[config.mk]
export PLATFORM = sky130hd
export DESIGN_NAME = prio_range_classifier_flat
export DESIGN_NICKNAME = d
export VERILOG_FILES = /design/src/rtl/prio_range_classifier_if.sv /design/src/rtl/prio_range_classifier.sv /design/src/flat_wrapper.sv
export SDC_FILE = /design/constraint.sdc
export NUM_CORES = 1
export LEC_CHECK = 0
export ABC_AREA = 0
export CORE_MARGIN = 10
export CORE_UTILIZATION = 55
export CTS_CLUSTER_SIZE = 30
export DETAILED_ROUTE_END_ITERATION = 8
export PLACE_DENSITY = 0.77
export SLEW_MARGIN = 5
export SYNTH_ARGS = -nofsm -noshare
export SYNTH_HDL_FRONTEND = slang
export SYNTH_SLANG_ARGS = --single-unit
[constraint.sdc]
create_clock -name clk -period 3 [get_ports clk]
set_clock_uncertainty 0.1 [all_clocks]
set_input_delay 0.3 -clock clk [delete_from_list [all_inputs] [get_ports clk]]
set_output_delay 0.3 -clock clk [all_outputs]
set_load 0.01 [all_outputs]
[src/rtl/prio_range_classifier_if.sv]
`default_nettype none
// ============================================================================
//  Module   : prio_range_classifier_if
//  Purpose  : Handshake bundle for prio_range_classifier. It carries the
//             input stream (valid/ready/data) and the classified output stream
//             (valid/ready/class/data).
//  Modports : master - source/consumer side; drives in_valid, in_data and
//                      out_ready
//             slave  - classifier side; drives in_ready, out_valid, out_class
//                      and out_data
//  Revision : 1.0 - initial release
// ============================================================================
interface prio_range_classifier_if #(
  parameter int WIDTH = 8,
  parameter int CW    = 2
);
  logic             in_valid;
  logic             in_ready;
  logic [WIDTH-1:0] in_data;
  logic             out_valid;
  logic             out_ready;
  logic [CW-1:0]    out_class;
  logic [WIDTH-1:0] out_data;

  modport master (
    output in_valid, in_data, out_ready,
    input  in_ready, out_valid, out_class, out_data
  );

  modport slave (
    input  in_valid, in_data, out_ready,
    output in_ready, out_valid, out_class, out_data
  );
endinterface
`default_nettype wire

[src/rtl/prio_range_classifier.sv]
`default_nettype none
// ============================================================================
//  Module   : prio_range_classifier
//  Purpose  : Maps each accepted input word to a class by magnitude band
//             (first-match priority, last class is the catch-all), presents
//             class and data on a registered valid/ready stage and keeps a
//             saturating hit counter per class.
//  Ports    : clk      - clock, rising edge
//             rstn     - asynchronous active-low reset
//             bus      - slave modport: in_valid/in_ready/in_data,
//                        out_valid/out_ready/out_class/out_data
//             clr      - synchronous clear of all hit counters (beats accept)
//             cnt_sel  - counter read select
//             cnt_val  - hit count of class cnt_sel (0 if out of range)
//             err_x    - sticky unknown-input flag
//  Config   : PRC_XCHECK_EN - when defined, accepted words with X/Z bits set
//             err_x, are forced to the catch-all class and reported with
//             $error. When undefined, err_x is tied to 0.
//  Revision : 1.0 - initial release
// ============================================================================
module prio_range_classifier #(
  parameter int WIDTH     = 8,
  parameter int BASE_BITS = 1,
  parameter int NCLASS    = 4,
  parameter int CNT_W     = 16,
  localparam int CW       = (NCLASS > 1) ? $clog2(NCLASS) : 1
) (
  input  logic                  clk,
  input  logic                  rstn,
  prio_range_classifier_if.slave bus,
  input  logic                  clr,
  input  logic [CW-1:0]         cnt_sel,
  output logic [CNT_W-1:0]      cnt_val,
  output logic                  err_x
);

  logic             w_accept;
  logic [CW-1:0]    w_class_raw;
  logic [CW-1:0]    w_class;
  logic             r_out_valid;
  logic [CW-1:0]    r_out_class;
  logic [WIDTH-1:0] r_out_data;
  logic [CNT_W-1:0] r_cnt [NCLASS];

  assign bus.in_ready  = !r_out_valid || bus.out_ready;
  assign w_accept      = bus.in_valid && bus.in_ready;
  assign bus.out_valid = r_out_valid;
  assign bus.out_class = r_out_class;
  assign bus.out_data  = r_out_data;

  // Band test "data < 2**T" is done as "no bits set at or above T"; a shift
  // of T >= WIDTH yields zero, so wide thresholds need no wider compare.
  // Walking from the highest band down lets the lowest match win.
  always_comb begin
    w_class_raw = CW'(NCLASS - 1);
    for (int k = NCLASS - 2; k >= 0; k--) begin
      if ((bus.in_data >> (BASE_BITS + k)) == '0) begin
        w_class_raw = CW'(k);
      end
    end
  end

`ifdef PRC_XCHECK_EN
  logic w_xbad;
  logic r_err_x;

  assign w_xbad  = $isunknown(bus.in_data);
  assign w_class = w_xbad ? CW'(NCLASS - 1) : w_class_raw;

  always_ff @(posedge clk or negedge rstn) begin
    if (!rstn) begin
      r_err_x <= 1'b0;
    end else if (w_accept && w_xbad) begin
      r_err_x <= 1'b1;
      $error("prio_range_classifier: unknown input at %0t, data=%b", $time, bus.in_data);
    end
  end

  assign err_x = r_err_x;
`else
  assign w_class = w_class_raw;
  assign err_x   = 1'b0;
`endif

  // Output register: load on accept, drain when consumer takes it, else hold
  always_ff @(posedge clk or negedge rstn) begin
    if (!rstn) begin
      r_out_valid <= 1'b0;
      r_out_class <= '0;
      r_out_data  <= '0;
    end else if (w_accept) begin
      r_out_valid <= 1'b1;
      r_out_class <= w_class;
      r_out_data  <= bus.in_data;
    end else if (bus.out_ready) begin
      r_out_valid <= 1'b0;
    end
  end

  // Hit counters: clear has priority over counting the same-cycle word
  always_ff @(posedge clk or negedge rstn) begin
    if (!rstn) begin
      for (int i = 0; i < NCLASS; i++) r_cnt[i] <= '0;
    end else if (clr) begin
      for (int i = 0; i < NCLASS; i++) r_cnt[i] <= '0;
    end else if (w_accept) begin
      for (int i = 0; i < NCLASS; i++) begin
        if (w_class == CW'(i) && r_cnt[i] != '1) begin
          r_cnt[i] <= r_cnt[i] + 1'b1;
        end
      end
    end
  end

  // Select by comparison so an out-of-range cnt_sel never indexes the array
  always_comb begin
    cnt_val = '0;
    for (int i = 0; i < NCLASS; i++) begin
      if (cnt_sel == CW'(i)) cnt_val = r_cnt[i];
    end
  end

endmodule
`default_nettype wire
[src/flat_wrapper.sv]
// flat-port wrapper written by rule: the top's interface ports become plain ports
module prio_range_classifier_flat 
#(
  parameter int WIDTH     = 8,
  parameter int BASE_BITS = 1,
  parameter int NCLASS    = 4,
  parameter int CNT_W     = 16,
  localparam int CW       = (NCLASS > 1) ? $clog2(NCLASS) : 1
)
  (clk, rstn, clr, cnt_sel, cnt_val, err_x, bus_in_valid, bus_in_data, bus_out_ready, bus_in_ready, bus_out_valid, bus_out_class, bus_out_data);
  prio_range_classifier_if #(.WIDTH(WIDTH)) bus_i ();
  input  logic clk;
  input  logic rstn;
  input  logic clr;
  input  logic [CW-1:0] cnt_sel;
  output logic [CNT_W-1:0] cnt_val;
  output logic err_x;
  input wire logic [$bits(bus_i.in_valid)-1:0] bus_in_valid;
  input wire logic [$bits(bus_i.in_data)-1:0] bus_in_data;
  input wire logic [$bits(bus_i.out_ready)-1:0] bus_out_ready;
  output wire logic [$bits(bus_i.in_ready)-1:0] bus_in_ready;
  output wire logic [$bits(bus_i.out_valid)-1:0] bus_out_valid;
  output wire logic [$bits(bus_i.out_class)-1:0] bus_out_class;
  output wire logic [$bits(bus_i.out_data)-1:0] bus_out_data;
  assign bus_i.in_valid = bus_in_valid;
  assign bus_i.in_data = bus_in_data;
  assign bus_i.out_ready = bus_out_ready;
  assign bus_in_ready = bus_i.in_ready;
  assign bus_out_valid = bus_i.out_valid;
  assign bus_out_class = bus_i.out_class;
  assign bus_out_data = bus_i.out_data;
  prio_range_classifier #(.WIDTH(WIDTH), .BASE_BITS(BASE_BITS), .NCLASS(NCLASS), .CNT_W(CNT_W)) u_core (.clk(clk), .rstn(rstn), .bus(bus_i), .clr(clr), .cnt_sel(cnt_sel), .cnt_val(cnt_val), .err_x(err_x));
endmodule
==> impl_summary.log <==
INFO  metric clkLatencyLatePin = between 300 and 400 ps
INFO  metric post_cts.repair.setup_buffers = 0
INFO  metric worst_path_max_delay_cell = sky130_fd_sc_hd__mux4_2
INFO  metric period_minus_slack = 2510 ps
INFO  metric synth_compound_gate_area_share = 6.26%
INFO  metric cts.clk_slew.worst_paths = 80 ps
INFO  metric whs = -29.0 ps
INFO  metric drtPass1Iterations = 4
INFO  metric final_common_cell = sky130_fd_sc_hd__dfrtp_1
INFO  metric post_drt_via_cell_ratio = 6.07
INFO  metric syn_avg_cell_area = 10.2 sq um
INFO  metric layout_common_cells = sky130_fd_sc_hd__dfrtp_1 (75), sky130_fd_sc_hd__nor2_1 (61), sky130_fd_sc_hd__clkdlybuf4s50_1 (40)
INFO  metric critical_path.endpoint_type = output port
INFO  metric synth-adder-area-share = 1.15%
INFO  metric buffer_ports.inserted = 42
INFO  metric layout_worst_path_cycle_share = 83.8%
INFO  metric grt_remaining_overflow = 0
INFO  metric drtAntennaViolNets = 0
INFO  metric tritoncts = built
INFO  metric cts-buffers-inserted = 9
INFO  metric crit_fanout = 16
INFO  metric yosysWarnings = 0
INFO  metric num_vias = 3539
INFO  metric synth.distinct_cells = 51
INFO  metric grt_use_total = 18.8%
INFO  metric post_synth_xor_area_fraction = 7.23%
INFO  metric core_area = approximately 7700 sq um
INFO  metric violations_in_the_final_reports = hold timing
INFO  metric cts_resized = 0
INFO  metric chipWidth = about 110 microns
INFO  metric largest_stage_delay_worst_path = 570 ps
INFO  metric number_of_antenna_violations_at_the_first_check_in_global_routing = 0
INFO  metric fmax = 0.398 GHz
INFO  metric crit_path_cell_trace = clkdlybuf4s50_1, buf_4, mux4_2, clkdlybuf4s50_1
INFO  metric insertedDiodeCount = 0
INFO  metric io_pins = 44
INFO  metric library_cell_used_as_clock_root_buffer = sky130_fd_sc_hd__clkbuf_8
INFO  metric syn_nets = 448
INFO  metric worst_slew_margin_rel = 26.7%
INFO  metric wirelength = 10.6 mm
INFO  metric async_reset_ff_share = 100%
INFO  metric path_common_cell = sky130_fd_sc_hd__clkdlybuf4s50_1
INFO  metric timing_worst_setup_path_type = in2out
INFO  metric synthesis.instances = between 400 and 500
INFO  metric synth.ff_latch_count = 75
INFO  metric power.density = 390 nW/um^2
INFO  metric outcome = finished with violations
INFO  metric die-area = 11900 sq um
INFO  metric cts_max_level = 3
INFO  metric largest_net_degree_at_the_start_of_global_routing = 76
INFO  metric wl_per_cell = approximately 18 microns
INFO  metric hp-class = in2async
INFO  metric worst_ir_drop_vdd = 0.000219 V
INFO  metric drv_slew = 0
INFO  metric height_of_the_chip = 109 microns
INFO  metric tns = 0 ps
INFO  metric fin_nets = 495
INFO  metric grt_pass1_wl = 17.7 mm
INFO  metric synth_area = ~4400 sq um
INFO  metric first_iteration_detailed_routing_drc_count = 208
INFO  metric leakage_power_summed_over_all_cells = between 0.0015 and 0.002 uW
INFO  metric layout-drive-gt1-share = between 10 and 15%
INFO  metric worst-slew-pin-transition = 1100 ps
INFO  metric synth_edf_count = 0
INFO  metric vias_in_the_first_global_route = roughly 3500
INFO  metric share_of_synthesized_cell_area_in_and_or_nand_and_nor_gates = between 20% and 30%
INFO  metric postSynth.topFlopCell = sky130_fd_sc_hd__dfrtp_1
INFO  metric ys_seq_area_share = 43.1%
INFO  metric timing.final.hold_violations = 17
INFO  metric route.detailed.drc = 0
INFO  metric cp.arrival = between 2000 and 2500 ps
INFO  metric yosys-mux-area-fraction = 12.8%
INFO  metric cts_hold_repair_buffers = 0
INFO  metric ctsLongestPathBuffers = 2
INFO  metric cts.sinks = 75
INFO  metric floorplan.initialDensity = 56.4%
INFO  metric placement_rows = 32
INFO  metric reported_max_cap_violation_count = 0
INFO  metric rsz_0062_raised_after_global_routing = no
INFO  metric critPathRequiredTime = 2600 ps
INFO  metric final-setup-viol-count = 0
INFO  metric gp_weighted_congestion = 0.935
INFO  metric dp_hpwl = 7.74 mm
INFO  metric areaGrowthSynthToFinish = 17.2%
INFO  metric synth_top_family_by_area = simple AND/OR/NAND/NOR gates
INFO  metric critPathLaunchType = input port
## worst max-delay path, delay by kind of cell
kind                   cells  cell delay (ps)
buffers and inverters      3             1240
muxes                      1              570
## registers in the layout, summed over array words and instances, names as in the netlist
register,count
u_core.r_cnt,64
u_core.bus.out_data,8
u_core.bus.out_class,2
u_core.bus.out_valid,1
## cell type report
cell class                      count  area (sq um)
Sequential cell                    75          1880
Clock inverter                      6          66.3
Clock buffer                       10           128
Inverter                            8          30.0
Tap cell                          102           128
Multi-Input combinational cell    329          2380
Timing Repair Buffer               53           495
Fill cell                         604          2620
## final timing paths
path / start / to / slack (ps) / cells past startpoint
max reg2reg: u_core.r_cnt[20]$_DFFE_PN0P_ / u_core.r_cnt[16]$_DFFE_PN0P_ / 700 / 5
min reg2reg: u_core.bus.out_data[2]$_DFFE_PN0P_ / u_core.bus.out_data[2]$_DFFE_PN0P_ / 390 / 2
min: rstn / u_core.r_cnt[48]$_DFFE_PN0P_ / -30 / 1
max: cnt_sel[0] / cnt_val[4] / 490 / 4
min in group clk: u_core.bus.out_data[2]$_DFFE_PN0P_ / u_core.bus.out_data[2]$_DFFE_PN0P_ / 390 / 2
max in group asynchronous: rstn / u_core.r_cnt[30]$_DFFE_PN0P_ / 2200 / 1
## logic make-up after synthesis
| group | Yosys count |
|---|---|
| AND/OR/NAND/NOR | 213 |
| flip-flops | 75 |
| AO/OA/AOI/OAI | 41 |
| XOR/XNOR | 36 |
| multiplexers | 34 |
| buffers and inverters | 25 |
| adder cells (fa/ha/maj) | 4 |
| other | 1 |
## synth_stat cells (2+ instances only)
library cell	n	area (sq um)
sky130_fd_sc_hd__a2111oi_0	2	17.5
sky130_fd_sc_hd__a211oi_1	3	22.5
sky130_fd_sc_hd__a21oi_1	12	60.1
sky130_fd_sc_hd__and3_1	2	12.5
sky130_fd_sc_hd__and4_1	9	78.8
sky130_fd_sc_hd__buf_1	3	11.3
sky130_fd_sc_hd__clkbuf_1	12	45.0
sky130_fd_sc_hd__dfrtp_1	75	1880
sky130_fd_sc_hd__ha_1	4	50.1
sky130_fd_sc_hd__inv_1	8	30.0
sky130_fd_sc_hd__mux2_2	14	158
sky130_fd_sc_hd__mux2i_1	4	40.0
sky130_fd_sc_hd__mux4_2	16	360
sky130_fd_sc_hd__nand2_1	21	78.8
sky130_fd_sc_hd__nand2b_1	6	37.5
sky130_fd_sc_hd__nand3_1	24	120
sky130_fd_sc_hd__nand4_1	17	106
sky130_fd_sc_hd__nor2_1	61	229
sky130_fd_sc_hd__nor2b_1	9	56.3
sky130_fd_sc_hd__nor3_1	21	105
sky130_fd_sc_hd__nor3b_1	4	30.0
sky130_fd_sc_hd__nor4_1	12	75.1
sky130_fd_sc_hd__nor4b_1	5	43.8
sky130_fd_sc_hd__o21ai_0	9	45.0
sky130_fd_sc_hd__o31ai_1	5	37.5
sky130_fd_sc_hd__or2_2	2	12.5
sky130_fd_sc_hd__or3_1	5	31.3
sky130_fd_sc_hd__or4_1	7	52.6
sky130_fd_sc_hd__xnor2_1	33	289
sky130_fd_sc_hd__xor2_1	3	26.3
## where the power goes
group	total, uW	switching, uW	internal, uW
logic	175	93.2	81.5
clock network	776	390	386
registers	1040	12.1	1030
total	1990	495	1500
## per-layer routing
layer / global-route usage (%) / vias to the layer above / routed length (microns)
met5: 0 / - / 0
met4: 4.52 / 0 / 90
met3: 4.31 / 10 / 536
met2: 31.2 / 95 / 5380
met1: 24.3 / 1754 / 4550
li1: - / 1680 / -
## per-stage QoR
stage | utilization (%) | total power [uW] | worst slack [ps] | cell area (sq um) | cells
after floorplan | - | 1140 | 797 | 4360 | 429
after global placement | 63.6 | 1240 | 214 | 4910 | 567
after detailed placement | 63.6 | 1240 | 170 | 4910 | 567
after CTS | 66.1 | 2010 | 464 | 5110 | 583
after global routing | 66.1 | 2070 | 410 | 5110 | 583
final | 66.1 | 1990 | 487 | 5110 | 583
Power figures use the tool's default switching activity.
